$ cat config.mk
export PLATFORM = sky130hd
export DESIGN_NAME = instr_loader_flat
export DESIGN_NICKNAME = d
export VERILOG_FILES = /design/src/rtl/instr_loader_if.sv /design/src/rtl/instr_loader.sv /design/src/flat_wrapper.sv
export SDC_FILE = /design/constraint.sdc
export NUM_CORES = 1
export LEC_CHECK = 0
export BUFFER_PORTS_ARGS = -buffer_cell sky130_fd_sc_hd__buf_2
export CELL_PAD_IN_SITES_DETAIL_PLACEMENT = 1
export CELL_PAD_IN_SITES_GLOBAL_PLACEMENT = 2
export CORE_AREA = 2 2 103 204
export DETAILED_ROUTE_END_ITERATION = 10
export DIE_AREA = 0 0 105 206
export PLACE_DENSITY_LB_ADDON = 0.1
export SETUP_SLACK_MARGIN = 0.4
export SLEW_MARGIN = 20
export SYNTH_ARGS = -nofsm -noshare
export SYNTH_HDL_FRONTEND = slang
export SYNTH_SLANG_ARGS = --single-unit
$ cat constraint.sdc
create_clock -name clk -period 2.8 [get_ports clk]
set_input_delay 0.14 -clock clk [delete_from_list [all_inputs] [get_ports clk]]
set_output_delay 0.14 -clock clk [all_outputs]
set_load 0.1 [all_outputs]
$ cat src/rtl/instr_loader_if.sv
// Byte-stream input and instruction-memory byte-write port of the program loader.
// The master modport is the host/memory side; the slave modport is the loader itself.
interface instr_loader_if #(
    parameter int A_WIDTH = 32,
    parameter int D_WIDTH = 8
);
    logic               byte_valid;
    logic [D_WIDTH-1:0] byte_data;
    logic               byte_ready;
    logic               wr_en;
    logic [A_WIDTH-1:0] wr_addr;
    logic [D_WIDTH-1:0] wr_data;

    modport master (
        output byte_valid,
        output byte_data,
        input  byte_ready,
        input  wr_en,
        input  wr_addr,
        input  wr_data
    );

    modport slave (
        input  byte_valid,
        input  byte_data,
        output byte_ready,
        output wr_en,
        output wr_addr,
        output wr_data
    );
endinterface

$ cat src/rtl/instr_loader.sv
// Program image loader: parses a length-prefixed, XOR-checksummed byte stream and
// writes the payload into instruction memory while holding the CPU.
//
// state  | meaning
// S_IDLE | after reset, waiting for start, CPU not held
// S_LEN  | shifting in the 4 big-endian length bytes
// S_DATA | writing payload bytes to memory
// S_CHK  | waiting for the checksum byte
// S_DONE | image loaded and verified, CPU released
// S_ERR  | image rejected, CPU kept on hold
module instr_loader #(
    parameter int                 A_WIDTH   = 32,
    parameter int                 D_WIDTH   = 8,
    parameter int                 MEM_BYTES = 2048,
    parameter logic [A_WIDTH-1:0] BASE_ADDR = '0
) (
    input  logic          clk,
    input  logic          rst,
    input  logic          start_i,
    instr_loader_if.slave bus,
    output logic          cpu_hold_o,
    output logic          busy_o,
    output logic          done_o,
    output logic          error_o
);
    typedef enum logic [2:0] {
        S_IDLE,
        S_LEN,
        S_DATA,
        S_CHK,
        S_DONE,
        S_ERR
    } state_t;

    localparam logic [31:0] MAX_LEN = 32'(MEM_BYTES);

    state_t             state_q;
    logic [23:0]        len_q;
    logic [1:0]         len_cnt_q;
    logic [31:0]        rem_q;
    logic [A_WIDTH-1:0] idx_q;
    logic [D_WIDTH-1:0] xor_q;
    logic               byte_ready_q;
    logic               wr_en_q;
    logic [A_WIDTH-1:0] wr_addr_q;
    logic [D_WIDTH-1:0] wr_data_q;
    logic               cpu_hold_q;
    logic               busy_q;
    logic               done_q;
    logic               error_q;

    logic               xfer;
    logic [31:0]        len_d;

    assign xfer  = bus.byte_valid & byte_ready_q;
    assign len_d = {len_q, bus.byte_data};

    always_ff @(posedge clk) begin
        if (rst) begin
            state_q      <= S_IDLE;
            len_q        <= '0;
            len_cnt_q    <= '0;
            rem_q        <= '0;
            idx_q        <= '0;
            xor_q        <= '0;
            byte_ready_q <= 1'b0;
            wr_en_q      <= 1'b0;
            wr_addr_q    <= '0;
            wr_data_q    <= '0;
            cpu_hold_q   <= 1'b0;
            busy_q       <= 1'b0;
            done_q       <= 1'b0;
            error_q      <= 1'b0;
        end else begin
            wr_en_q <= 1'b0;
            case (state_q)
                S_IDLE, S_DONE, S_ERR: begin
                    if (start_i) begin
                        state_q      <= S_LEN;
                        len_q        <= '0;
                        len_cnt_q    <= '0;
                        idx_q        <= '0;
                        xor_q        <= '0;
                        done_q       <= 1'b0;
                        error_q      <= 1'b0;
                        cpu_hold_q   <= 1'b1;
                        busy_q       <= 1'b1;
                        byte_ready_q <= 1'b1;
                    end
                end
                S_LEN: begin
                    if (xfer) begin
                        len_q     <= len_d[23:0];
                        len_cnt_q <= len_cnt_q + 2'd1;
                        rem_q     <= len_d;
                        if (len_cnt_q == 2'd3) begin
                            // Oversized images are rejected before any byte reaches memory.
                            if (len_d > MAX_LEN) begin
                                state_q      <= S_ERR;
                                error_q      <= 1'b1;
                                busy_q       <= 1'b0;
                                byte_ready_q <= 1'b0;
                            end else if (len_d == 32'd0) begin
                                state_q <= S_CHK;
                            end else begin
                                state_q <= S_DATA;
                            end
                        end
                    end
                end
                S_DATA: begin
                    if (xfer) begin
                        wr_en_q   <= 1'b1;
                        wr_addr_q <= BASE_ADDR + idx_q;
                        wr_data_q <= bus.byte_data;
                        idx_q     <= idx_q + 1'b1;
                        xor_q     <= xor_q ^ bus.byte_data;
                        rem_q     <= rem_q - 32'd1;
                        if (rem_q == 32'd1) begin
                            state_q <= S_CHK;
                        end
                    end
                end
                S_CHK: begin
                    if (xfer) begin
                        busy_q       <= 1'b0;
                        byte_ready_q <= 1'b0;
                        if (bus.byte_data == xor_q) begin
                            state_q    <= S_DONE;
                            done_q     <= 1'b1;
                            cpu_hold_q <= 1'b0;
                        end else begin
                            state_q <= S_ERR;
                            error_q <= 1'b1;
                        end
                    end
                end
                default: begin
                    state_q      <= S_IDLE;
                    byte_ready_q <= 1'b0;
                    busy_q       <= 1'b0;
                    cpu_hold_q   <= 1'b0;
                end
            endcase
        end
    end

    assign bus.byte_ready = byte_ready_q;
    assign bus.wr_en      = wr_en_q;
    assign bus.wr_addr    = wr_addr_q;
    assign bus.wr_data    = wr_data_q;
    assign cpu_hold_o     = cpu_hold_q;
    assign busy_o         = busy_q;
    assign done_o         = done_q;
    assign error_o        = error_q;
endmodule

$ cat src/flat_wrapper.sv
// flat-port wrapper written by rule: the top's interface ports become plain ports
module instr_loader_flat 
#(
    parameter int                 A_WIDTH   = 32,
    parameter int                 D_WIDTH   = 8,
    parameter int                 MEM_BYTES = 2048,
    parameter logic [A_WIDTH-1:0] BASE_ADDR = '0
)
  (clk, rst, start_i, cpu_hold_o, busy_o, done_o, error_o, bus_byte_valid, bus_byte_data, bus_byte_ready, bus_wr_en, bus_wr_addr, bus_wr_data);
  instr_loader_if #(.A_WIDTH(A_WIDTH), .D_WIDTH(D_WIDTH)) bus_i ();
  input  logic clk;
  input  logic rst;
  input  logic start_i;
  output logic cpu_hold_o;
  output logic busy_o;
  output logic done_o;
  output logic error_o;
  input wire logic [$bits(bus_i.byte_valid)-1:0] bus_byte_valid;
  input wire logic [$bits(bus_i.byte_data)-1:0] bus_byte_data;
  output wire logic [$bits(bus_i.byte_ready)-1:0] bus_byte_ready;
  output wire logic [$bits(bus_i.wr_en)-1:0] bus_wr_en;
  output wire logic [$bits(bus_i.wr_addr)-1:0] bus_wr_addr;
  output wire logic [$bits(bus_i.wr_data)-1:0] bus_wr_data;
  assign bus_i.byte_valid = bus_byte_valid;
  assign bus_i.byte_data = bus_byte_data;
  assign bus_byte_ready = bus_i.byte_ready;
  assign bus_wr_en = bus_i.wr_en;
  assign bus_wr_addr = bus_i.wr_addr;
  assign bus_wr_data = bus_i.wr_data;
  instr_loader #(.A_WIDTH(A_WIDTH), .D_WIDTH(D_WIDTH), .MEM_BYTES(MEM_BYTES), .BASE_ADDR(BASE_ADDR)) u_core (.clk(clk), .rst(rst), .start_i(start_i), .bus(bus_i), .cpu_hold_o(cpu_hold_o), .busy_o(busy_o), .done_o(done_o), .error_o(error_o));
endmodule
==> flow_summary.toml <==
[global_routing]
busiest_layer = "met2"
grt_max_degree = 57
met1_usage_pct = 27.5
met2_usage_pct = 33.8
grt_first_pass_wirelength_um = 35300
antenna_found_initial = 0
overflow = 0
grt_pass1_vias = 6447
use_met3_pct = 3.85
grtUsageTotal_pct = 20.7

[critical_path]
required_ns = 3.09
crit_type = "register to register"
r2r_start = "u_core.rem_q[8]$_SDFFE_PP0P_"
cp_max_fo = 8
crit_path_end = "u_core.rem_q[31]$_SDFFE_PP0P_"
r2r_slack_ns = 0.48
slowest_delay_ns = 0.61
arrival_ns = 2.61
crit_top_cell = "or4_4"
crit_path_end_kind = "register"
rr_worst_depth = 5
cp_cell_sequence = "or4_4 > or4_4 > nor4_4 > and4_1 > nor4_2"
crit_start = "u_core.rem_q[8]$_SDFFE_PP0P_"
r2r-end = "u_core.rem_q[31]$_SDFFE_PP0P_"
crit_path_start_kind = "register"
cp_slowest_cell = "or4_4"

[die]
die_w_um = 105
die-area_mm2 = 0.0216
core_area_mm2 = 0.0202
start_util_pct = 34.1
dieHeight_um = 206
io_pins = 58
num_rows = 74

[timing]
post-route-period-util_pct = 82.7
worstMarginPinSlew_ns = 0.691
setup-violations-final = 0
maxSlewViolCount = 0
fin_crit_ns = 2.32
clock_skew_ns = 0.00820
hold-worst-slack_ns = 0.0293
max_slew_margin_pct = 53.8
tns_ns = 0
hold_violations = 0
fmax_mhz = 432
grt_setup_unrepaired = "false"

[drt]
wire_per_inst_um = 18.0
postRouteAntennaNets = 0
first_iter_violations = 297
drc = 0
vias_per_cell = 5.43
drt-total-wl_um = 21600
num_vias = 6495
first_pass_iters = 4

[layout]
n_antenna_cell = 0
final_cell_area_mm2 = 0.00816
fin_cells = 1196
fin_nets = 933
post-route-util_pct = 40.4
drive_gt1_share_pct = 15.9
n_fill_cell = 2502
area_growth_pct = 18.5

[clock_network]
clk_pin_slew_ns = 0.06
clockBufferDepth = 2
clock-root-buffer = "clkbuf_16"
h-tree-depth = 4
insertion_delay_ns = 0.44
cts_sinks = 146
cts_tree = "yes"
numCtsBuffers = 17

[hold_path]
min_path_type = "input pin to register"

[power_and_ir_drop]
power-per-cell-area_mw_per_mm2 = 781
peakVddDrop_mv = 0.370
leakage_nw = 2.93

[yosys]
synth_top_area_cell = "dfxtp_1"
ys_types = 59
async_reset_ff_share_pct = 0
synth_most_common_cell = "nand2_1"
synth_edf_count = 0
syn_avg_cell_area_um2 = 7.91
synth_nets = 887
synth_common_cells = "nand2_1, dfxtp_1, a21oi_1"
yosys-top-cells-area = "dfxtp_1, a21oi_1, nand2_1, o21ai_0, nor2_1"
synth_top_cell_area_share_pct = 42.4
ys_seq_elements = 146
synth_flop_cell = "dfxtp_1"
synth_cells = 871
synth_area_mm2 = 0.00689
yosysWarnings = 0
yosysSeqAreaShare_pct = 42.4

[place]
place_inst = 1164
gp_congestion = 0.774
dp_hpwl_um = 14800
place_area_mm2 = 0.00754
portBuffers = 57

[outcome]
status = "finished, final reports clean"

[job]
drv_cap = 0
cells by family (layout without fill, tap and decap cells):
logic type | count (synthesis) | count (layout) | share of synthesized area (%)
AND/OR/NAND/NOR | 365 | 365 | 26.5
AO/OA/AOI/OAI | 242 | 242 | 21.0
flip-flops | 146 | 146 | 42.4
buffers and inverters | 77 | 136 | 4.41
XOR/XNOR | 28 | 28 | 3.56
multiplexers | 9 | 9 | 1.33
adder cells (fa/ha/maj) | 4 | 4 | 0.727
registers in the layout, summed over array words and instances (netlist names):
signal	flops
u_core.done_o	1
u_core.bus.wr_addr	32
u_core.state_q	3
u_core.len_q	24
u_core.bus.wr_data	8
u_core.xor_q	8
u_core.bus.wr_en	1
u_core.cpu_hold_o	1
u_core.busy_o	1
u_core.error_o	1
u_core.idx_q	32
u_core.len_cnt_q	2
u_core.rem_q	32
cells in the final DEF (no fill, tap or decap), types with 17 or more instances in the layout:
cell type / synthesis / final
nand2_1: 148 / 147
xnor2_1: 17 / 17
dfxtp_1: 146 / 145
nor2_1: 60 / 59
nor4_1: 18 / 17
buf_2: 3 / 56
a21oi_1: 116 / 116
buf_4: 1 / 34
or3_1: 22 / 22
o21ai_0: 46 / 46
nand3_1: 26 / 26
nor3_1: 23 / 23
clkbuf_16: 0 / 17
worst max-delay path, delay by kind of cell (launching register included):
family	cells	cell delay, ns
and+or+nand+nor	5	1.81
DFF	1	0.36
stage by stage:
step	setup slack, ns	total power [mW]
after floorplan	0.573	3.54
after global placement	0.457	4.01
after detailed placement	0.427	4.01
after CTS	0.414	6.43
after global routing	0.420	6.67
final	0.484	6.37
layout make-up:
cell class                 instances  area [um^2]  area share [%]
clock buffer                      24          492            6.02
timing repair buffer              91          556            6.80
inverter                          13         48.8           0.598
sequential                       146         2920            35.8
clock inverter                     8          125            1.53
tap                              266          333            4.08
multi-input combinational        648         3690            45.1
routing by layer:
layer	part of all wire [%]	routed length, um
met4	1.6	353
met3	2.5	541
met1	49	10500
met2	47	10200
met5	0	0
power by group:
| part | internal, mW | switching, mW | total [mW] |
|---|---|---|---|
| Sequential | 2.15 | 0.106 | 2.25 |
| Clock | 1.50 | 0.897 | 2.39 |
| Combinational | 0.627 | 1.10 | 1.73 |
| Total | 4.27 | 2.10 | 6.37 |
worst min path at each step:
stage | slack [ns] | to | cells after the start | from
floorplan | 0.28 | u_core.len_q[6]$_SDFFE_PP0P_ | 2 | bus_byte_data[6]
global placement | 0.44 | u_core.bus.wr_data[2]$_SDFFE_PP0P_ | 2 | u_core.bus.wr_data[2]$_SDFFE_PP0P_
detailed placement | 0.45 | u_core.bus.wr_addr[19]$_SDFFE_PP0P_ | 2 | u_core.bus.wr_addr[19]$_SDFFE_PP0P_
CTS | 0.01 | u_core.bus.wr_data[2]$_SDFFE_PP0P_ | 3 | bus_byte_data[2]
global route | 0.03 | u_core.bus.wr_data[0]$_SDFFE_PP0P_ | 3 | bus_byte_data[0]
finish | 0.03 | u_core.bus.wr_data[2]$_SDFFE_PP0P_ | 3 | bus_byte_data[2]
what timing repair did:
| action | in CTS | in global routing |
|---|---|---|
| hold endpoints to repair | 0 | 0 |
| buffers inserted | 0 | 0 |
| hold buffers | 0 | 0 |
| gates resized for setup | 0 | 2 |
| setup endpoints to repair | 0 | 4 |
(Power assumes the default switching activity.)
